File: config.mk
export PLATFORM = sky130hd
export DESIGN_NAME = alu_issue_ctrl
export DESIGN_NICKNAME = d
export VERILOG_FILES = /design/src/rtl/alu_issue_ctrl.sv
export SDC_FILE = /design/constraint.sdc
export NUM_CORES = 1
export LEC_CHECK = 0
export ABC_AREA = 1
export CAP_MARGIN = 15
export CORE_UTILIZATION = 30
export DETAILED_ROUTE_END_ITERATION = 8
export GPL_TIMING_DRIVEN = 0
export PLACE_DENSITY = 0.59
export SYNTH_ARGS = -nofsm -noshare
export SYNTH_HDL_FRONTEND = slang
export SYNTH_SLANG_ARGS = --single-unit
File: constraint.sdc
create_clock -name clk -period 2.9 [get_ports clk]
set_input_delay 0.87 -clock clk [delete_from_list [all_inputs] [get_ports clk]]
set_output_delay 0.87 -clock clk [all_outputs]
set_load 0.05 [all_outputs]
File: src/rtl/alu_issue_ctrl.sv
// Issue stage for the 4-bit combinational ALU: command FIFO, registered ALU drive, result capture and response port.
// Optional sticky overflow flag (sticky_clr/sticky_ovf) built only when ALU_ISSUE_STICKY_OVF_EN is defined.
module alu_issue_ctrl #(
   parameter int unsigned DATA_WIDTH = 4,
   parameter int unsigned DEPTH      = 4
) (
   input  logic                  clk,
   input  logic                  rst,
   input  logic                  cmd_valid,
   output logic                  cmd_ready,
   input  logic [2:0]            cmd_op,
   input  logic [DATA_WIDTH-1:0] cmd_a,
   input  logic [DATA_WIDTH-1:0] cmd_b,
   input  logic                  cmd_use_acc,
   output logic [DATA_WIDTH-1:0] alu_ai,
   output logic [DATA_WIDTH-1:0] alu_bi,
   output logic [2:0]            alu_op,
   input  logic [DATA_WIDTH-1:0] alu_result,
   input  logic                  alu_cout,
   input  logic                  alu_overflow,
   input  logic                  alu_zero,
   output logic                  rsp_valid,
   input  logic                  rsp_ready,
   output logic [DATA_WIDTH-1:0] rsp_result,
   output logic [2:0]            rsp_flags,
`ifdef ALU_ISSUE_STICKY_OVF_EN
   input  logic                  sticky_clr,
   output logic                  sticky_ovf,
`endif
   output logic                  busy
);

   localparam int unsigned PTR_W = $clog2(DEPTH);
   localparam int unsigned CNT_W = $clog2(DEPTH) + 1;

   typedef enum logic [1:0] {
      IDLE = 2'd0,
      EXEC = 2'd1,
      RESP = 2'd2
   } state_t;

   state_t                state, next_state;
   logic [PTR_W-1:0]      wptr, rptr;
   logic [CNT_W-1:0]      count;
   logic [DATA_WIDTH-1:0] acc;
   logic                  push, pop, capture, rsp_done;
   logic                  arith_op;

   logic [2:0]            fifo_op  [DEPTH];
   logic [DATA_WIDTH-1:0] fifo_a   [DEPTH];
   logic [DATA_WIDTH-1:0] fifo_b   [DEPTH];
   logic                  fifo_acc [DEPTH];

   assign cmd_ready = (count != CNT_W'(DEPTH));
   assign push      = cmd_valid && cmd_ready;
   assign busy      = (state != IDLE) || (count != '0);
   // Flags are only meaningful for add/sub.
   assign arith_op  = (alu_op[2:1] == 2'b00);

   always_ff @(posedge clk or posedge rst) begin
      if (rst) state <= IDLE;
      else     state <= next_state;
   end

   always_comb begin
      next_state = state;
      pop        = 1'b0;
      capture    = 1'b0;
      rsp_done   = 1'b0;
      case (state)
         IDLE: begin
            if (count != '0) begin
               pop        = 1'b1;
               next_state = EXEC;
            end
         end
         EXEC: begin
            capture    = 1'b1;
            next_state = RESP;
         end
         RESP: begin
            if (rsp_ready) begin
               rsp_done   = 1'b1;
               next_state = IDLE;
            end
         end
         default: next_state = IDLE;
      endcase
   end

   // FIFO storage carries no reset; occupancy is defined by the pointers and count.
   always_ff @(posedge clk) begin
      if (push) begin
         fifo_op[wptr]  <= cmd_op;
         fifo_a[wptr]   <= cmd_a;
         fifo_b[wptr]   <= cmd_b;
         fifo_acc[wptr] <= cmd_use_acc;
      end
   end

   always_ff @(posedge clk or posedge rst) begin
      if (rst) begin
         wptr  <= '0;
         rptr  <= '0;
         count <= '0;
      end else begin
         if (push) wptr <= wptr + PTR_W'(1);
         if (pop)  rptr <= rptr + PTR_W'(1);
         case ({push, pop})
            2'b10:   count <= count + CNT_W'(1);
            2'b01:   count <= count - CNT_W'(1);
            default: count <= count;
         endcase
      end
   end

   always_ff @(posedge clk or posedge rst) begin
      if (rst) begin
         alu_ai     <= '0;
         alu_bi     <= '0;
         alu_op     <= '0;
         acc        <= '0;
         rsp_valid  <= 1'b0;
         rsp_result <= '0;
         rsp_flags  <= '0;
      end else begin
         if (pop) begin
            alu_op <= fifo_op[rptr];
            alu_bi <= fifo_b[rptr];
            alu_ai <= fifo_acc[rptr] ? acc : fifo_a[rptr];
         end
         if (capture) begin
            rsp_result <= alu_result;
            rsp_flags  <= arith_op ? {alu_overflow, alu_cout, alu_zero} : 3'b000;
            acc        <= alu_result;
            rsp_valid  <= 1'b1;
         end else if (rsp_done) begin
            rsp_valid  <= 1'b0;
         end
      end
   end

`ifdef ALU_ISSUE_STICKY_OVF_EN
   // Set wins over a simultaneous clear.
   always_ff @(posedge clk or posedge rst) begin
      if (rst)                                     sticky_ovf <= 1'b0;
      else if (capture && arith_op && alu_overflow) sticky_ovf <= 1'b1;
      else if (sticky_clr)                         sticky_ovf <= 1'b0;
   end
`endif

endmodule

==> results of run 1 <==
critical path, stage by stage (launching register included):
cell and delay [ns]:
sky130_fd_sc_hd__dfrtp_1 0.41, sky130_fd_sc_hd__nor2_1 0.17, sky130_fd_sc_hd__nand4_1 0.12, sky130_fd_sc_hd__clkdlybuf4s50_1 0.72
cell type report:
type                       instances  area (um2)  share of cell area
buffer                            10        96.3              0.0240
clock buffer                      11         131              0.0327
clock inverter                     5        76.3              0.0190
inverter                          22        90.1              0.0224
multi-input combinational        170         810               0.202
sequential                        76        2140               0.534
tap                              133         166              0.0415
timing repair buffer              48         502               0.125
cells in the final DEF (no fill, tap or decap), drive strengths merged, types with 3 or more instances in the layout:
| cell | netlist | routed |
|---|---|---|
| buf | 10 | 14 |
| clkbuf | 0 | 12 |
| clkdlybuf4s50 | 0 | 43 |
| dfrtp | 28 | 28 |
| edfxtp | 48 | 48 |
| ha | 5 | 5 |
| inv | 22 | 22 |
| nand2 | 72 | 72 |
| nand3 | 24 | 24 |
| nor2 | 32 | 32 |
| o21ai | 29 | 29 |
| xor2 | 3 | 3 |
sequential cells by signal, summed over array words and instances (netlist names), 3 cells and up:
| signal | cells |
|---|---|
| fifo_acc | 4 |
| fifo_b | 16 |
| rsp_result | 4 |
| alu_ai | 4 |
| alu_bi | 4 |
| count | 3 |
| fifo_a | 16 |
| alu_op | 3 |
| rsp_flags | 3 |
| fifo_op | 12 |
Yosys cell counts:
cell type	instances	area share
sky130_fd_sc_hd__edfxtp_1	48	0.46
sky130_fd_sc_hd__inv_2	4	0.0048
sky130_fd_sc_hd__inv_4	1	0.0020
sky130_fd_sc_hd__xnor2_1	1	0.0028
sky130_fd_sc_hd__o21ai_0	7	0.011
sky130_fd_sc_hd__xor2_1	3	0.0084
sky130_fd_sc_hd__buf_2	2	0.0032
sky130_fd_sc_hd__dfrtp_1	28	0.22
sky130_fd_sc_hd__nand2_1	69	0.083
sky130_fd_sc_hd__o21ai_1	22	0.035
sky130_fd_sc_hd__nand4_1	1	0.0020
sky130_fd_sc_hd__inv_1	16	0.019
sky130_fd_sc_hd__nand2_2	3	0.0060
sky130_fd_sc_hd__a21oi_1	2	0.0032
sky130_fd_sc_hd__fa_1	1	0.0064
sky130_fd_sc_hd__nand3_1	22	0.035
sky130_fd_sc_hd__inv_6	1	0.0028
sky130_fd_sc_hd__nor2_2	1	0.0020
sky130_fd_sc_hd__buf_6	7	0.025
sky130_fd_sc_hd__ha_1	5	0.020
sky130_fd_sc_hd__nand3_2	2	0.0064
sky130_fd_sc_hd__buf_4	1	0.0024
sky130_fd_sc_hd__nor2_1	31	0.037
routing by layer:
layer	up-vias	share of wire
met5	-	0
met4	0	0.0081
met3	7	0.062
met2	69	0.46
met1	986	0.47
li1	1036	-
power breakdown:
group / internal [uW] / switching (uW)
clock: 481 / 364
sequential: 1500 / 148
combinational: 779 / 1480
worst max-delay path by stage:
stage	startpoint	endpoint	slack (ns)
4_1_cts	state[1]	busy	0.23
6_report	state[1]	busy	0.26
2_1_floorplan	count[0]	count[2]	0.62
5_1_grt	state[1]	busy	0.14
3_5_place_dp	cmd_valid	fifo_a[1][2]	0.05
3_3_place_gp	cmd_valid	fifo_a[0][2]	0.03
logic make-up (layout without fill, tap and decap cells):
| group | Yosys count | after routing | synth area share |
|---|---|---|---|
| compound gates | 31 | 31 | 0.0494 |
| xor+xnor | 4 | 4 | 0.0112 |
| fa+ha+maj | 6 | 6 | 0.0263 |
| buf+inv | 32 | 96 | 0.0594 |
| flops | 76 | 76 | 0.683 |
| simple gates | 129 | 129 | 0.171 |
through the flow:
stage	setup slack [ns]	hold WS, ns	util	instances	power [uW]
2_1_floorplan	0.619	0.466	-	278	3240
3_3_place_gp	0.0319	0.465	0.375	454	3880
3_5_place_dp	0.0536	0.469	0.378	457	3940
4_1_cts	0.232	0.488	0.399	473	4790
5_1_grt	0.137	0.526	0.403	475	5120
6_report	0.262	0.487	0.403	475	4760
==> qor.yml, run 1 <==
status:
  status: "completed"
drt:
  avgViaCountPerCell: 4.42
  drcViolationCount: 0
  ant_nets: 0
  drt-pass1-iter-count: 4
  sum_of_routed_wire_length_over_all_layers_mm: 6.30
  dr.first_iter.drc_count: 115
  num_vias: 2098
  detail_route.wl_per_cell_um: 13.3
timing:
  maxClockFrequency_mhz: 379
  slew_viol_final: 0
  max-slew-margin-rel: 0.653
  tns_ns: 0
  final_min_period_over_clock_period: 0.910
  finalWorstPathRequiredPeriod_ns: 2.64
  worst_max_slew_pin_slew_ns: 0.519
  timing_hold_violations_final: 0
  rsz0062_at_grt: "no"
  finalSetupViolCount: 0
  final.setup_skew_ns: 0.00685
floorplanning:
  core-area_um2: 9950
  die_area_um2: 10900
  die_x_um: 104
  boundary_pin_count: 44
  initial_core_util: 0.315
  num_rows: 36
  die_height_um: 104
global_route:
  globalRouteTotalUtil: 0.130
  grt_most_used_layer: "met2"
  grt.met2_usage: 0.199
  grt_first_pass_wirelength_mm: 10.7
  grt.met1_usage: 0.167
  via_count_of_the_first_global_routing_pass: 2130
  antenna_found_initial: 0
  globalRouteMet3Util: 0.0445
  grt_start_max_net_pins: 29
  global_route.overflow_total: 0
worst_setup_path:
  crit_type: "flop to output pin"
  reg2reg_depth: 10
  path_max_fanout: 4
  regToRegSetupSlack_ns: 0.81
  timing.critical_path.arrival_ns: 1.77
  crit-reg2reg-capture: "count[2]"
  worst_r2r_startpoint: "state[1]"
  worst_setup_path_start_kind: "flop"
  crit_required_ns: 2.03
  endpoint_kind_of_the_worst_setup_timing_path: "output pin"
min_path:
  min-delay-start: "rsp_flags[2]"
  worstHoldPathType: "flop to flop"
  worst_hold_path.endpoint: "rsp_flags[2]"
  min_delay_path_depth: 2
finish:
  antennaDiodeCount: 0
  final_layout_size_suffix_gt1_frac: 0.117
  final_net_count: 366
  finish.instance_area_um2: 4010
  final.fill_count: 942
  area_delta_synth_final_pct: 27.9
synthesis:
  syn_inst: 278
  synth.yosys.warnings: 0
  syn-num-nets: 307
  syn_area_um2: 3140
  synth_cell_types: 23
  syn-mean-instance-area_um2: 11.3
  number_of_register_bits_inferred_by_synthesis: 76
  seq_area_frac_synth: 0.683
power:
  worst_ir_drop_vdd_v: 0.000533
  power.static_leakage_uw: 0.00163
  power_density_relative_to_cell_area_nw_per_um2: 1190
clocking:
  cts_repair_resize_count: 0
  cts-htree-levels: 3
  clock_insertion_delay_at_the_later_pin_of_the_skew_report_ns: 0.35
  cts_tree: "built"
  postCtsSetupRepairBufs: 0
  hold_buffers: 0
  cts_inserted_buffers: 9
  cts_num_sinks: 76
  cts_buffer_depth: 2
  worst_setup_hold_path_clk_slew_ns: 0.07
  cts-root-buf: "sky130_fd_sc_hd__clkbuf_8"
placed_design:
  placed_cell_area_um2: 3760
  buffer_ports.inserted: 43
  globalplace.congestion: 0.740
  detailedPlacementHpwl_mm: 4.36
flow_run:
  max-cap-violations: 0
(Power assumes the default switching activity.)
==> run 2: changes to the inputs <==
--- a/config.mk
+++ b/config.mk
@@ -10,7 +10,7 @@
 export CORE_UTILIZATION = 30
 export DETAILED_ROUTE_END_ITERATION = 8
 export GPL_TIMING_DRIVEN = 0
-export PLACE_DENSITY = 0.59
+export PLACE_DENSITY = 0.57
 export SYNTH_ARGS = -nofsm -noshare
 export SYNTH_HDL_FRONTEND = slang
 export SYNTH_SLANG_ARGS = --single-unit
==> run 2 against run 1 <==
Effect of this change:
- cell count down 0.21%
- worst hold slack worse by 0.0057 ns
- flip-flop and latch count unchanged
- sequential power about the same
- die area unchanged
- combinational power about the same
- highest routed layer unchanged
==> qor.yml, run 2 (synthesis gave the netlist of run 1 again) <==
status:
  status: "completed"
timing:
  tns_ns: 0
  finalWorstPathRequiredPeriod_ns: 2.60
  slew_viol_final: 0
  final_min_period_over_clock_period: 0.897
  timing_hold_violations_final: 0
  final.setup_skew_ns: 0.00953
  worst_max_slew_pin_slew_ns: 1.13
  finalSetupViolCount: 0
  max-slew-margin-rel: 0.244
  maxClockFrequency_mhz: 385
  rsz0062_at_grt: "no"
  fin_hold_ws_ns: 0.481
clocking:
  postCtsSetupRepairBufs: 0
  hold_buffers: 0
  cts-root-buf: "sky130_fd_sc_hd__clkbuf_8"
  cts-htree-levels: 3
  cts_num_sinks: 76
  cts_tree: "built"
  clock_insertion_delay_at_the_later_pin_of_the_skew_report_ns: 0.34
  cts_buffer_depth: 2
  cts_inserted_buffers: 9
  cts_repair_resize_count: 0
  worst_setup_hold_path_clk_slew_ns: 0.08
power:
  power_density_relative_to_cell_area_nw_per_um2: 1190
  worst_ir_drop_vdd_v: 0.000470
  power.static_leakage_uw: 0.00163
  total_power_uw: 4760
finish:
  reg_top3: "fifo_a (16), fifo_b (16), fifo_op (12)"
  finish.instance_area_um2: 4010
  layout.cells.most_common: "sky130_fd_sc_hd__nand2_1"
  final_net_count: 365
  final.fill_count: 982
  register_area_um2: 2140
  final_layout_size_suffix_gt1_frac: 0.117
  final_cell_mix: "69 x sky130_fd_sc_hd__nand2_1, 48 x sky130_fd_sc_hd__edfxtp_1, 43 x sky130_fd_sc_hd__clkdlybuf4s50_1"
  multi_input_area_um2: 810
  area_delta_synth_final_pct: 27.9
  antennaDiodeCount: 0
  share_of_the_core_filled_with_cells: 0.403
floorplanning:
  core-area_um2: 9950
  boundary_pin_count: 44
  die_x_um: 104
  initial_core_util: 0.315
  num_rows: 36
  die_area_um2: 10900
  die_height_um: 104
worst_setup_path:
  crit_type: "flop to output pin"
  worst_setup_path_start_kind: "flop"
  endpoint_kind_of_the_worst_setup_timing_path: "output pin"
  cpPeakStageDelay_ns: 0.71
  regToRegSetupSlack_ns: 0.84
  reg2reg_depth: 10
  worst_r2r_startpoint: "state[1]"
  critical_path.slowest_cell: "sky130_fd_sc_hd__clkdlybuf4s50_1"
  crit-reg2reg-capture: "count[2]"
  path_max_fanout: 4
  timing.critical_path.arrival_ns: 1.73
  crit_required_ns: 2.03
  critical_path.cell_chain: "nor2_1, nand4_1, clkdlybuf4s50_1"
global_route:
  via_count_of_the_first_global_routing_pass: 1975
  global_route.overflow_total: 0
  grt_first_pass_wirelength_mm: 10.1
  grt_start_max_net_pins: 29
  globalRouteTotalUtil: 0.122
  antenna_found_initial: 0
drt:
  avgViaCountPerCell: 4.35
  detail_route.wl_per_cell_um: 13.0
  drt-pass1-iter-count: 4
  ant_nets: 0
  num_vias: 2060
  drcViolationCount: 0
  dr.first_iter.drc_count: 131
  sum_of_routed_wire_length_over_all_layers_mm: 6.14
min_path:
  min_delay_path_depth: 2
  min-delay-start: "rsp_flags[1]"
  worstHoldPathType: "flop to flop"
  worst_hold_path.endpoint: "rsp_flags[1]"
placed_design:
  detailedPlacementHpwl_mm: 4.23
  globalplace.congestion: 0.747
  placed_cell_area_um2: 3750
  buffer_ports.inserted: 43
flow_run:
  max-cap-violations: 0
## run 2: worst max-delay path, delay by kind of cell (launching register included)
| family | cells | cell delay (ns) |
|---|---|---|
| buffers and inverters | 1 | 0.71 |
| AND/OR/NAND/NOR | 2 | 0.27 |
| flip-flops | 1 | 0.41 |
## run 2: layout make-up
cell class	count	share of cell area
well taps	133	0.0415
repair buffers	47	0.123
multi-input cells	170	0.202
plain buffers	10	0.0240
flip-flops and latches	76	0.534
clock inverters	5	0.0215
inverters	22	0.0224
clock buffers	11	0.0327
## run 2: per-layer routing
layer	wire, um	global-route usage	up-vias	share of wire
met5	0	0	-	0
met4	46	0.0367	0	0.0075
met3	435	0.0376	4	0.071
met2	2680	0.182	67	0.44
met1	2980	0.169	955	0.49
li1	-	-	1034	-
## run 2: power by group
part	switching [uW]	internal [uW]	total [uW]
Combinational	1470	772	2240
Clock	383	490	873
Sequential	144	1510	1650
Total	2000	2770	4760
## run 2: worst max path at each step
stage	slack, ns	endpoint	startpoint	cells past startpoint
floorplan	0.62	count[2]	count[0]	9
global placement	0.05	fifo_a[3][2]	cmd_valid	3
detailed placement	0.07	fifo_a[1][2]	cmd_valid	3
CTS	0.27	busy	state[1]	3
global route	0.21	busy	state[1]	3
finish	0.30	busy	state[1]	3
## run 2: through the flow
step | instances | setup WS, ns
detailed placement | 455 | 0.0744
global route | 474 | 0.207
floorplan | 278 | 0.619
finish | 474 | 0.300
global placement | 454 | 0.0503
CTS | 471 | 0.269
